**config.mk**
```make
export PLATFORM = sky130hd
export DESIGN_NAME = uart_rx_addr_fifo
export DESIGN_NICKNAME = d
export VERILOG_FILES = /design/src/rtl/uart_rx_addr_fifo.sv
export SDC_FILE = /design/constraint.sdc
export NUM_CORES = 1
export LEC_CHECK = 0
export ABC_AREA = 1
export BUFFER_PORTS_ARGS = -buffer_cell sky130_fd_sc_hd__clkbuf_2
export CORE_MARGIN = 10
export CORE_UTILIZATION = 65
export CTS_BUF_LIST = sky130_fd_sc_hd__clkbuf_8 sky130_fd_sc_hd__clkbuf_16
export DETAILED_ROUTE_END_ITERATION = 6
export PLACE_DENSITY = 0.92
export SLEW_MARGIN = 20
export SYNTH_ARGS = -nofsm -noshare
export SYNTH_HDL_FRONTEND = slang
export SYNTH_SLANG_ARGS = --single-unit
```
**constraint.sdc**
```tcl
create_clock -name clk -period 7.4 [get_ports clk]
set_input_delay 1.11 -clock clk [delete_from_list [all_inputs] [get_ports clk]]
set_output_delay 1.11 -clock clk [all_outputs]
set_load 0.02 [all_outputs]
```
**src/rtl/uart_rx_addr_fifo.sv**
```systemverilog
// Receive-side frame buffer for a 9-bit multidrop UART: address filtering FSM
// feeding a first-word-fall-through FIFO with sticky overrun and drop counter.
module uart_rx_addr_fifo #(
  parameter int         DEPTH      = 16,
  parameter logic [7:0] BCAST_ADDR = 8'hFF,
  parameter int         LVL_W      = $clog2(DEPTH) + 1
) (
  input  logic             clk,
  input  logic             resetn,
  input  logic             rx_done,
  input  logic [8:0]       rx_data,
  input  logic             filter_en,
  input  logic [7:0]       my_addr,
  output logic             out_valid,
  input  logic             out_ready,
  output logic [7:0]       out_data,
  output logic             out_is_addr,
  output logic [LVL_W-1:0] level,
  output logic             full,
  output logic             overrun,
  input  logic             overrun_clr,
  output logic [7:0]       drop_cnt
);

  localparam int PTR_W = $clog2(DEPTH);

  typedef enum logic {LISTEN, SELECTED} state_t;

  state_t           state, state_next;
  logic             addr_match;
  logic             accept;
  logic             push, pop, drop;
  logic [PTR_W-1:0] wr_ptr, rd_ptr;
  logic [LVL_W-1:0] level_next;
  logic [8:0]       mem [DEPTH];

  assign addr_match = (rx_data[7:0] == my_addr) || (rx_data[7:0] == BCAST_ADDR);

  // NOTE: sequential state uses non-blocking assignments so every flop samples
  // pre-edge values; combinational blocks use blocking with a default first.
  always_ff @(posedge clk or negedge resetn) begin
    if (!resetn) state <= LISTEN;
    else         state <= state_next;
  end

  // Address frames steer the FSM even when the FIFO is full.
  always_comb begin
    state_next = state;
    if (rx_done && filter_en && rx_data[8])
      state_next = addr_match ? SELECTED : LISTEN;
  end

  always_comb begin
    accept = 1'b0;
    if (rx_done) begin
      if (!filter_en)     accept = 1'b1;
      else if (rx_data[8]) accept = addr_match;
      else                accept = (state == SELECTED);
    end
  end

  // A pop frees the slot, so a full FIFO still accepts on a simultaneous read.
  assign pop  = out_valid && out_ready;
  assign push = accept && (!full || pop);
  assign drop = accept && full && !pop;

  // NOTE: storage has no reset; validity is carried entirely by the pointers
  // and level, and the read port is gated to zero while empty.
  always_ff @(posedge clk) begin
    if (push) mem[wr_ptr] <= rx_data;
  end

  always_comb begin
    level_next = level;
    case ({push, pop})
      2'b10:   level_next = level + LVL_W'(1);
      2'b01:   level_next = level - LVL_W'(1);
      default: level_next = level;
    endcase
  end

  always_ff @(posedge clk or negedge resetn) begin
    if (!resetn) begin
      wr_ptr    <= '0;
      rd_ptr    <= '0;
      level     <= '0;
      out_valid <= 1'b0;
      full      <= 1'b0;
    end else begin
      if (push) wr_ptr <= wr_ptr + PTR_W'(1);
      if (pop)  rd_ptr <= rd_ptr + PTR_W'(1);
      level     <= level_next;
      out_valid <= (level_next != '0);
      full      <= (level_next == LVL_W'(DEPTH));
    end
  end

  assign out_data    = out_valid ? mem[rd_ptr][7:0] : 8'h00;
  assign out_is_addr = out_valid ? mem[rd_ptr][8]   : 1'b0;

  // A drop in the same cycle as a clear wins: the count restarts at one.
  always_ff @(posedge clk or negedge resetn) begin
    if (!resetn) begin
      overrun  <= 1'b0;
      drop_cnt <= 8'd0;
    end else if (drop) begin
      overrun  <= 1'b1;
      if (overrun_clr)            drop_cnt <= 8'd1;
      else if (drop_cnt != 8'hFF) drop_cnt <= drop_cnt + 8'd1;
    end else if (overrun_clr) begin
      overrun  <= 1'b0;
      drop_cnt <= 8'd0;
    end
  end

endmodule

```
; Word level (Yosys, flattened, before mapping)
; Memory sizes are Yosys's and may differ from the RTL's.
; Index checks and enable logic that the tools add are counted.
[word_totals]
ff_bits = 25
ram_bits = 144
inputBits = 23
output_inout_bits = 25
elab_cells = 49
mem_count = 1
[classes]
n_addsub = 5
n_eq_ne = 6
muxes = 15
reduce_logical = 14
[memory_table]
columns = name, words, word_bits, read_ports, rd_ports_with_merged_regs, wr, line
row1 = mem, 16, 9, 1, 0, 1, 35  ; logic [8:0] mem [DEPTH];
[op_table]
columns = operator, count
row1 = 8-bit 2-to-1 mux, 5
row2 = 5-bit one-hot mux with 2 select lines, 1
row3 = 1-bit 2-to-1 mux, 9
row4 = "4-bit by 1-bit adder with 4-bit output, second input constant", 2
row5 = "8-bit by 1-bit adder with 8-bit output, second input constant", 1
row6 = 8-bit equality test, 1
row7 = "8-bit equality test, second input constant", 1
row8 = "8-bit inequality test, second input constant", 1
row9 = 1-bit logical AND, 6
row10 = "5-bit by 1-bit adder with 5-bit output, second input constant", 1
row11 = "5-bit equality test, second input constant", 1
row12 = 5-bit nonzero test, 1
row13 = "5-bit by 1-bit subtractor with 5-bit output, second input constant", 1
row14 = 2-bit nonzero test, 2
row15 = "2-bit by 1-bit equality test with 1-bit output, second input constant", 1
row16 = "2-bit equality test, second input constant", 1
row17 = 1-bit zero test, 2
row18 = 1-bit logical OR, 2
row19 = 2-bit AND reduction, 1

; Depth between registers and ports, before layout
; Gate-level depths: netlist (run 1).
[logic_depth]
ltp_word = 9
depth_mapped = 23
mapped_depth_nobuf = 22

; Least setup slack after synthesis (run 1)
; No wires, ideal clock.
[synth_timing]
path_kind = input to register
startpoint = input port my_addr[6]
endpoint = register full
setup_time_ns = 0.071
arrival_time_ns = 3.143
t_required_ns = 7.329
path_slack_ns = 4.186
cell_stages = 19
n_path_buf = 1
cell_sequence = xnor2_1 > nand2_1 > nor2_1 > nand2_1 > nand2_2 > nand2_4 > nand2_8 > nand2_4 > buf_6 > ha_1 > xor2_1 > ha_1 > nor2_1 > o21ai_0 > nand3_1 > nand2_1 > nor3_2 > nand3_1 > nor2_1
[synth_via]
elab_chain_cells = 9
elab_cells_between_ends = 10
classes_between = 4 x eq/ne / 4 x mux / 2 x reduce/logical
[synth_lines]
columns = item, line
row1 = "start, declared", 13  ; input logic [7:0] my_addr,
row2 = 8-bit equality test (*), 37  ; assign addr_match = (rx_data[7:0] == my_addr) || (rx_data[7:0] == BCAST_ADDR);
row3 = 1-bit logical OR (*), 37
row4 = 1-bit 2-to-1 mux (*), 57  ; else if (rx_data[8]) accept = addr_match;
row5 = 1-bit 2-to-1 mux (*), 56  ; if (!filter_en) accept = 1'b1;
row6 = 1-bit 2-to-1 mux (*), 55  ; if (rx_done) begin
row7 = 1-bit logical AND (*), 64  ; assign push = accept && (!full || pop);
row8 = 2-bit by 1-bit equality test with 1-bit output or 2-bit equality test (tied branches), 75  ; case ({push, pop})
row9 = 5-bit one-hot mux with 2 select lines (*), 75
row10 = named net level_next[2], 34  ; logic [LVL_W-1:0] level_next;
row11 = 5-bit equality test (*), 94  ; full <= (level_next == LVL_W'(DEPTH));
row12 = "end signal, assigned", 94
row13 = "end, declared", 19  ; output logic full,
; Mark *: on every way through the listed nets, which the timed path passes. The rest lies on a longest branch.
; A chain may end at the register's enable or synchronous reset.

; Worst setup path after layout (run 1)
[layout_timing]
startpoint = register rd_ptr[1]
endpoint = output port out_data[1]
[layout_via]
elab_chain_cells = 2
[layout_lines]
columns = item, line
row1 = "start, declared", 33  ; logic [PTR_W-1:0] wr_ptr, rd_ptr;
row2 = "start signal, assigned", 91  ; if (pop) rd_ptr <= rd_ptr + PTR_W'(1);
row3 = memory 16 x 9 bit, n/a
row4 = 8-bit 2-to-1 mux, 98  ; assign out_data = out_valid ? mem[rd_ptr][7:0] : 8'h00;
row5 = "end, declared", 16  ; output logic [7:0] out_data,
; No other way between the ends.

==> results of run 1 <==
==> power groups by stage <==
| stage | sequential [mW] | combinational, mW | clock, mW |
|---|---|---|---|
| global placement | 1.20 | 1.01 | 0 |
| CTS | 1.19 | 1.08 | 0.896 |
| finish | 1.19 | 1.10 | 0.900 |
| floorplan | 1.21 | 0.710 | 0 |
| global route | 1.20 | 1.18 | 0.936 |
| detailed placement | 1.21 | 1.06 | 0 |
==> state kept, by name (all words and copies together), names as in the netlist <==
signal and cells:
level 5, mem 144, wr_ptr 4, rd_ptr 4
overrun 1, state 1, out_valid 1, full 1
drop_cnt 8
==> final cells by class <==
type                       instances  area [sq um]
multi-input combinational        379          2110
timing repair buffer              55           295
sequential                       169          4950
inverter                          39           146
clock buffer                      17           414
fill                             591          2610
clock inverter                    15           184
tap                              140           175
==> cell families after synthesis <==
| family | after synthesis | share of synthesized area [%] |
|---|---|---|
| AO/OA/AOI/OAI | 136 | 11.4 |
| adder cells (fa/ha/maj) | 9 | 1.54 |
| AND/OR/NAND/NOR | 216 | 13.1 |
| buffers and inverters | 68 | 3.93 |
| flip-flops | 169 | 67.9 |
| XOR/XNOR | 18 | 2.16 |
==> per-layer routing <==
layer / vias to the layer above / part of all wire, %
li1: 2330 / -
met1: 2554 / 37
met2: 378 / 50
met3: 73 / 9.3
met4: 0 / 3.6
met5: - / 0
==> worst max path at each step <==
stage | endpoint | depth (start not counted)
after floorplan | full$_DFF_PN0_ | 19
after global routing | out_data[1] | 6
after CTS | out_data[0] | 6
after detailed placement | out_valid$_DFF_PN0_ | 18
after global placement | full$_DFF_PN0_ | 19
final | out_data[1] | 6
==> tightest hold or removal path: stages, from the launching register on <==
cell	delay (ns)
dfrtp_1	0.35
nand2_1	0.05
nand2_1	0.06
==> cells in the final DEF (no fill, tap or decap), types with 16 or more instances in the layout <==
| cell type | netlist | final |
|---|---|---|
| edfxtp_1 | 144 | 144 |
| nor2_1 | 86 | 86 |
| o21ai_0 | 77 | 77 |
| nand2_1 | 66 | 66 |
| clkbuf_2 | 1 | 47 |
| inv_1 | 33 | 34 |
| nand3_1 | 28 | 28 |
| o221ai_1 | 28 | 28 |
| dfrtp_1 | 25 | 24 |
| clkbuf_16 | 0 | 16 |
==> flow_metrics.tcl, run 1 <==
set metrics [dict create \
    period_share_pct 54.4 \
    path_clk_slew_ns 0.06 \
    htree_levels 4 \
    die_area_sq_um 15900 \
    critPathLaunch "rd_ptr[1]$_DFFE_PN0P_" \
    max_freq_ghz 0.248 \
    grt_max_degree 75 \
    grt_pass1_vias 5315 \
    yosys.area.top_type "edfxtp_1" \
    setup_violations 0 \
    die_x_microns 126 \
    synth_seq_cells 169 \
    synth_top_cells_by_count "edfxtp_1 (144), nor2_1 (86), o21ai_0 (77)" \
    r2r_end "out_valid$_DFF_PN0_" \
    worst-endpoint-arrival_ns 2.92 \
    coreArea_sq_um 10900 \
    vias_per_cell 6.55 \
    cts.root.buffer_cell "clkbuf_8" \
    r2r_start "out_valid$_DFF_PN0_" \
    p_per_area_nw_per_um2 385 \
    wl_per_cell_microns 22.3 \
    grt_use_met1_pct 27.3 \
    numCtsBuffers 17 \
    p_comb_share_pct 34.5 \
    grt_pass1_wl_microns 28400 \
    nets 693 \
    path_max_fanout 37 \
    grt.busiest_layer "met2" \
    worst-path-buf-inv 2 \
    synthTopCellsByArea "edfxtp_1 (59%), dfrtp_1 (8.6%), o21ai_0 (5.3%), nor2_1 (4.4%), nand2_1 (3.4%)" \
    slew_headroom_pct 28.1 \
    yosysWarnings 0 \
    fp-row-count 38 \
    first_iter_violations 735 \
    total_leakage_power_nw 3.06 \
    num_io_pins 48 \
    cp_slowest_cell "clkinv_1" \
    netlist.area_leader.share_pct 59.3 \
    path_class "flip-flop to output pin" \
    min_from "overrun$_DFFE_PN0P_" \
    synth_cells 616 \
    intPower_mw 1.98 \
    pwr-share-clk_pct 28.2 \
    p_seq_share_pct 37.3 \
    min_period_ns 4.03 \
    holdWs_ns 0.495 \
    critPathMaxStageDelay_ns 0.82 \
    async_reset_ff_share_pct 14.8 \
    synth_enable_flop_cells 144 \
    reg2reg_slack_ns 4.47 \
    yosys.cell_count.top_type "edfxtp_1" \
    cts_buffer_depth 2 \
    ff2ff_path_depth 15 \
    dominantRegCellSynth "edfxtp_1" \
    cts_num_sinks 169 \
    cp-start-kind "flip-flop" \
    crit_family "compound AO/OA/AOI/OAI gates" \
    track_usage_pct 22.6 \
    layout_setup_ws_ns 3.37 \
    io_buffers 47 \
    area_delta_synth_final_pct 13.6 \
    syn_area_sq_um 7290 \
    instances_no_fill 814 \
    dpl_cell_area_sq_um 7680 \
    p_sw_mw 1.21 \
    crit_required_ns 6.29 \
    vdd_drop_max_mv 0.298 \
    drv_slew 0 \
    synth.distinct_cells 36 \
    hold_end "overrun$_DFFE_PN0P_" \
    postCtsSetupBuffers 0 \
    hold_viol 0 \
    wirelength_microns 18200 \
    endpoint_kind "output pin" \
    fin_skew_ns 0.0177 \
    swShare_pct 37.9 \
    tritoncts "yes" \
    die_y_microns 126 \
    cap_violations 0 \
    hold_buffers 0 \
    syn_nets 648 \
    grt.overflow.total 0 \
    numPlacedInstances 782 \
    fin_util_pct 76.1 \
    grt_use_met3_pct 6.00 \
    drc 0 \
    rsz0062_at_grt "false" \
    holdCritPathClass "flip-flop to flip-flop" \
    diodes 0 \
    clkLatencyLatePin_ns 0.54 \
    start_util_pct 67.0 \
    place_ws_ns 3.47 \
    power.total_mw 3.19 \
    place.gp.congestion 0.830 \
    crit_path_cell_trace "clkinv_1 -> o21ai_0 -> o22ai_1 -> o211ai_1 -> a21oi_1 -> clkbuf_2" \
    met2_usage_pct 37.2 \
    worst_slew_pin_slew_ns 1.07 \
    avgSynthCellArea_sq_um 11.8 \
    cts-resized-gates 0 \
    final_cell_area_sq_um 8280 \
    hold_depth 2 \
    synth-seq-area-share_pct 67.9 \
    antenna_found_initial 0 \
    dp_hpwl_microns 11200 \
    drtPass1Iterations 6 \
    antenna_left 0 \
    routed-via-count 5335 \
    status "completed" \
    layout-drive-gt1-share_pct 16.2 \
    fin_setup_tns_ns 0 \
]
No activity file was read; power rests on OpenSTA's default activity.
==> inputs of run 2 (changes only) <==
--- a/config.mk
+++ b/config.mk
@@ -5,13 +5,13 @@
 export SDC_FILE = /design/constraint.sdc
 export NUM_CORES = 1
 export LEC_CHECK = 0
-export ABC_AREA = 1
+export ABC_AREA = 0
 export BUFFER_PORTS_ARGS = -buffer_cell sky130_fd_sc_hd__clkbuf_2
 export CORE_MARGIN = 10
-export CORE_UTILIZATION = 65
+export CORE_UTILIZATION = 54
 export CTS_BUF_LIST = sky130_fd_sc_hd__clkbuf_8 sky130_fd_sc_hd__clkbuf_16
 export DETAILED_ROUTE_END_ITERATION = 6
-export PLACE_DENSITY = 0.92
+export PLACE_DENSITY = 0.82
 export SLEW_MARGIN = 20
 export SYNTH_ARGS = -nofsm -noshare
 export SYNTH_HDL_FRONTEND = slang
==> constraint.sdc (replaced) <==
create_clock -name clk -period 3.4 [get_ports clk]
set_input_delay 0.51 -clock clk [delete_from_list [all_inputs] [get_ports clk]]
set_output_delay 0.51 -clock clk [all_outputs]
set_load 0.02 [all_outputs]
==> run 2 against run 1 <==
Compared with the run above: wire length decreased by 14%; clock skew decreased by 0.012 ns; worst setup slack got worse by 3.1 ns; power increased by 110%; die area increased by 15%; critical path depth decreased by 1; utilization decreased by 11 points; register-to-register slack got worse by 4.1 ns; largest cell class unchanged.
==> flow_metrics.tcl, run 2 <==
set metrics [dict create \
    cts_buffer_depth 2 \
    total_leakage_power_nw 2.96 \
    yosysWarnings 0 \
    worst-path-buf-inv 2 \
    clkLatencyLatePin_ns 0.43 \
    drv_slew 0 \
    grt_pass1_vias 4092 \
    fillers 838 \
    holdWs_ns 0.100 \
    cp_slowest_cell "mux4_1" \
    instances_no_fill 647 \
    wl_per_cell_microns 24.2 \
    yosys.area.top_type "edfxtp_1" \
    grt.overflow.total 0 \
    dominantRegCellSynth "edfxtp_1" \
    crit_path_cell_trace "buf_4 -> mux4_1 -> mux4_2 -> and2_1 -> clkbuf_2" \
    avgSynthCellArea_sq_um 18.5 \
    synth.distinct_cells 40 \
    min_period_ns 3.08 \
    antenna_left 0 \
    regMostFlops "mem" \
    fp-row-count 41 \
    synth-seq-area-share_pct 69.3 \
    hold_viol 0 \
    path_max_fanout 14 \
    numPlacedInstances 615 \
    period_share_pct 90.6 \
    fin_setup_tns_ns 0 \
    async_reset_ff_share_pct 14.8 \
    drtPass1Iterations 5 \
    die_y_microns 135 \
    synthTopCellsByArea "edfxtp_1 (61%), mux4_2 (12%), dfrtp_1 (8.8%), mux4_1 (2.9%), xnor2_1 (2.0%)" \
    critPathMaxStageDelay_ns 0.62 \
    r2r_start "out_valid$_DFF_PN0_" \
    htree_levels 4 \
    synth_top_cells_by_count "edfxtp_1 (144), mux4_2 (37), dfrtp_1 (25)" \
    largest_reg_flops 144 \
    die_x_microns 135 \
    postCtsSetupBuffers 0 \
    num_io_pins 48 \
    grt_max_degree 27 \
    path_class "flip-flop to output pin" \
    slew_headroom_pct 47.5 \
    coreArea_sq_um 12800 \
    seq_area_sq_um 4950 \
    place_ws_ns 0.268 \
    cts_num_sinks 169 \
    layout_setup_ws_ns 0.321 \
    wirelength_microns 15700 \
    worst_slew_pin_slew_ns 0.787 \
    drc 0 \
    start_util_pct 55.9 \
    cap_violations 0 \
    cp-start-kind "flip-flop" \
    track_usage_pct 18.1 \
    synth_seq_cells 169 \
    vdd_drop_max_mv 0.330 \
    layout_common_cells "edfxtp_1 (144), clkbuf_2 (47), mux4_2 (37), buf_4 (28), dfrtp_1 (24)" \
    multi_input_area_sq_um 2060 \
    io_buffers 47 \
    p_per_area_nw_per_um2 798 \
    syn_area_sq_um 7140 \
    area_delta_synth_final_pct 16.8 \
    netlist.area_leader.share_pct 60.5 \
    endpoint_kind "output pin" \
    place.gp.congestion 0.861 \
    tritoncts "yes" \
    die_area_sq_um 18200 \
    setup_violations 0 \
    worst-endpoint-arrival_ns 2.57 \
    crit_required_ns 2.89 \
    rsz0062_at_grt "false" \
    routed-via-count 3884 \
    status "completed" \
    max_freq_ghz 0.325 \
    dp_hpwl_microns 9920 \
    fin_skew_ns 0.00620 \
    dpl_cell_area_sq_um 7740 \
    yosys.cell_count.top_type "edfxtp_1" \
    path_clk_slew_ns 0.06 \
    cts-resized-gates 0 \
    antenna_found_initial 0 \
    vias_per_cell 6.00 \
    synth_enable_flop_cells 144 \
    numCtsBuffers 17 \
    final_cell_area_sq_um 8350 \
    critPathLaunch "rd_ptr[0]$_DFFE_PN0P_" \
    grt_pass1_wl_microns 24300 \
    holdCritPathClass "input port to async pin" \
    synth_cells 386 \
    first_iter_violations 432 \
    layout_commonest_cell "edfxtp_1" \
    hold_buffers 0 \
    nets 494 \
    layout-drive-gt1-share_pct 31.8 \
    largest_registers "mem: 144 flops, drop_cnt: 8 flops, level: 5 flops" \
    crit_family "multiplexers" \
    syn_nets 418 \
    diodes 0 \
    cts.root.buffer_cell "clkbuf_16" \
]
-- run 2: changes by cell type after synthesis, sizes merged, moves of 8 or more --
| cell | before | now |
|---|---|---|
| nor2 | 88 | 15 |
| o21ai | 78 | 7 |
| mux4 | 0 | 45 |
| nand3 | 29 | 4 |
| and2 | 0 | 14 |
| xnor2 | 5 | 16 |
| xor2 | 13 | 4 |
| o211ai | 8 | 0 |
| nor3 | 18 | 2 |
| nand2 | 70 | 9 |
| o221ai | 28 | 0 |
| nor2b | 0 | 8 |
| inv | 36 | 11 |
| o22ai | 8 | 0 |
-- run 2: final timing paths --
path                            cells past startpoint                     to  slack, ns
worst max-delay path                                5            out_data[0]       0.32
worst min-delay path                                1  rd_ptr[3]$_DFFE_PN0P_       0.10
worst max register to register                     14    out_valid$_DFF_PN0_       0.35
worst min register to register                      2      state$_DFFE_PN0P_       0.48
max in group asynchronous                           1  rd_ptr[0]$_DFFE_PN0P_       2.84
min in group clk                                    1    mem[5][5]$_DFFE_PP_       0.37
-- run 2: report_power, final --
part           internal [mW]  total, mW  switching, mW
combinational          0.993       2.00           1.01
clock                   1.22       1.99          0.772
sequential              2.43       2.67          0.233
total                   4.64       6.66           2.02
-- run 2: final cells by class --
cell class                 instances  share of cell area [%]
sequential                       169                    59.3
multi-input combinational        187                    24.7
timing repair buffer              76                    5.58
clock buffer                      17                    5.10
tap                              172                    2.58
clock inverter                    15                    2.22
inverter                          11                   0.495
-- run 2: cells by family (layout without fill, tap and decap cells) --
| kind of cell | after synthesis | count (layout) | synth area share (%) |
|---|---|---|---|
| AOI/OAI and AO/OA | 23 | 23 | 2.12 |
| xor gates and xnor gates | 20 | 20 | 2.45 |
| adders and majority gates | 9 | 9 | 1.58 |
| buffers and inverters | 30 | 119 | 2.17 |
| DFF | 169 | 169 | 69.3 |
| muxes | 52 | 52 | 15.7 |
| and+or+nand+nor | 83 | 83 | 6.72 |
-- run 2: stage by stage --
stage | util, % | total power [mW]
2_1_floorplan | - | 4.13
3_3_place_gp | 60.6 | 4.64
3_5_place_dp | 60.6 | 4.71
4_1_cts | 65.4 | 6.71
5_1_grt | 65.4 | 6.95
6_report | 65.4 | 6.66
-- run 2: per-layer routing --
metal,global-route usage [%],vias up,wire length (microns)
met3,5.49,22,1130
met5,0,-,0
met1,22.0,1990,6120
met4,6.70,0,245
li1,-,1697,-
met2,29.9,175,8170
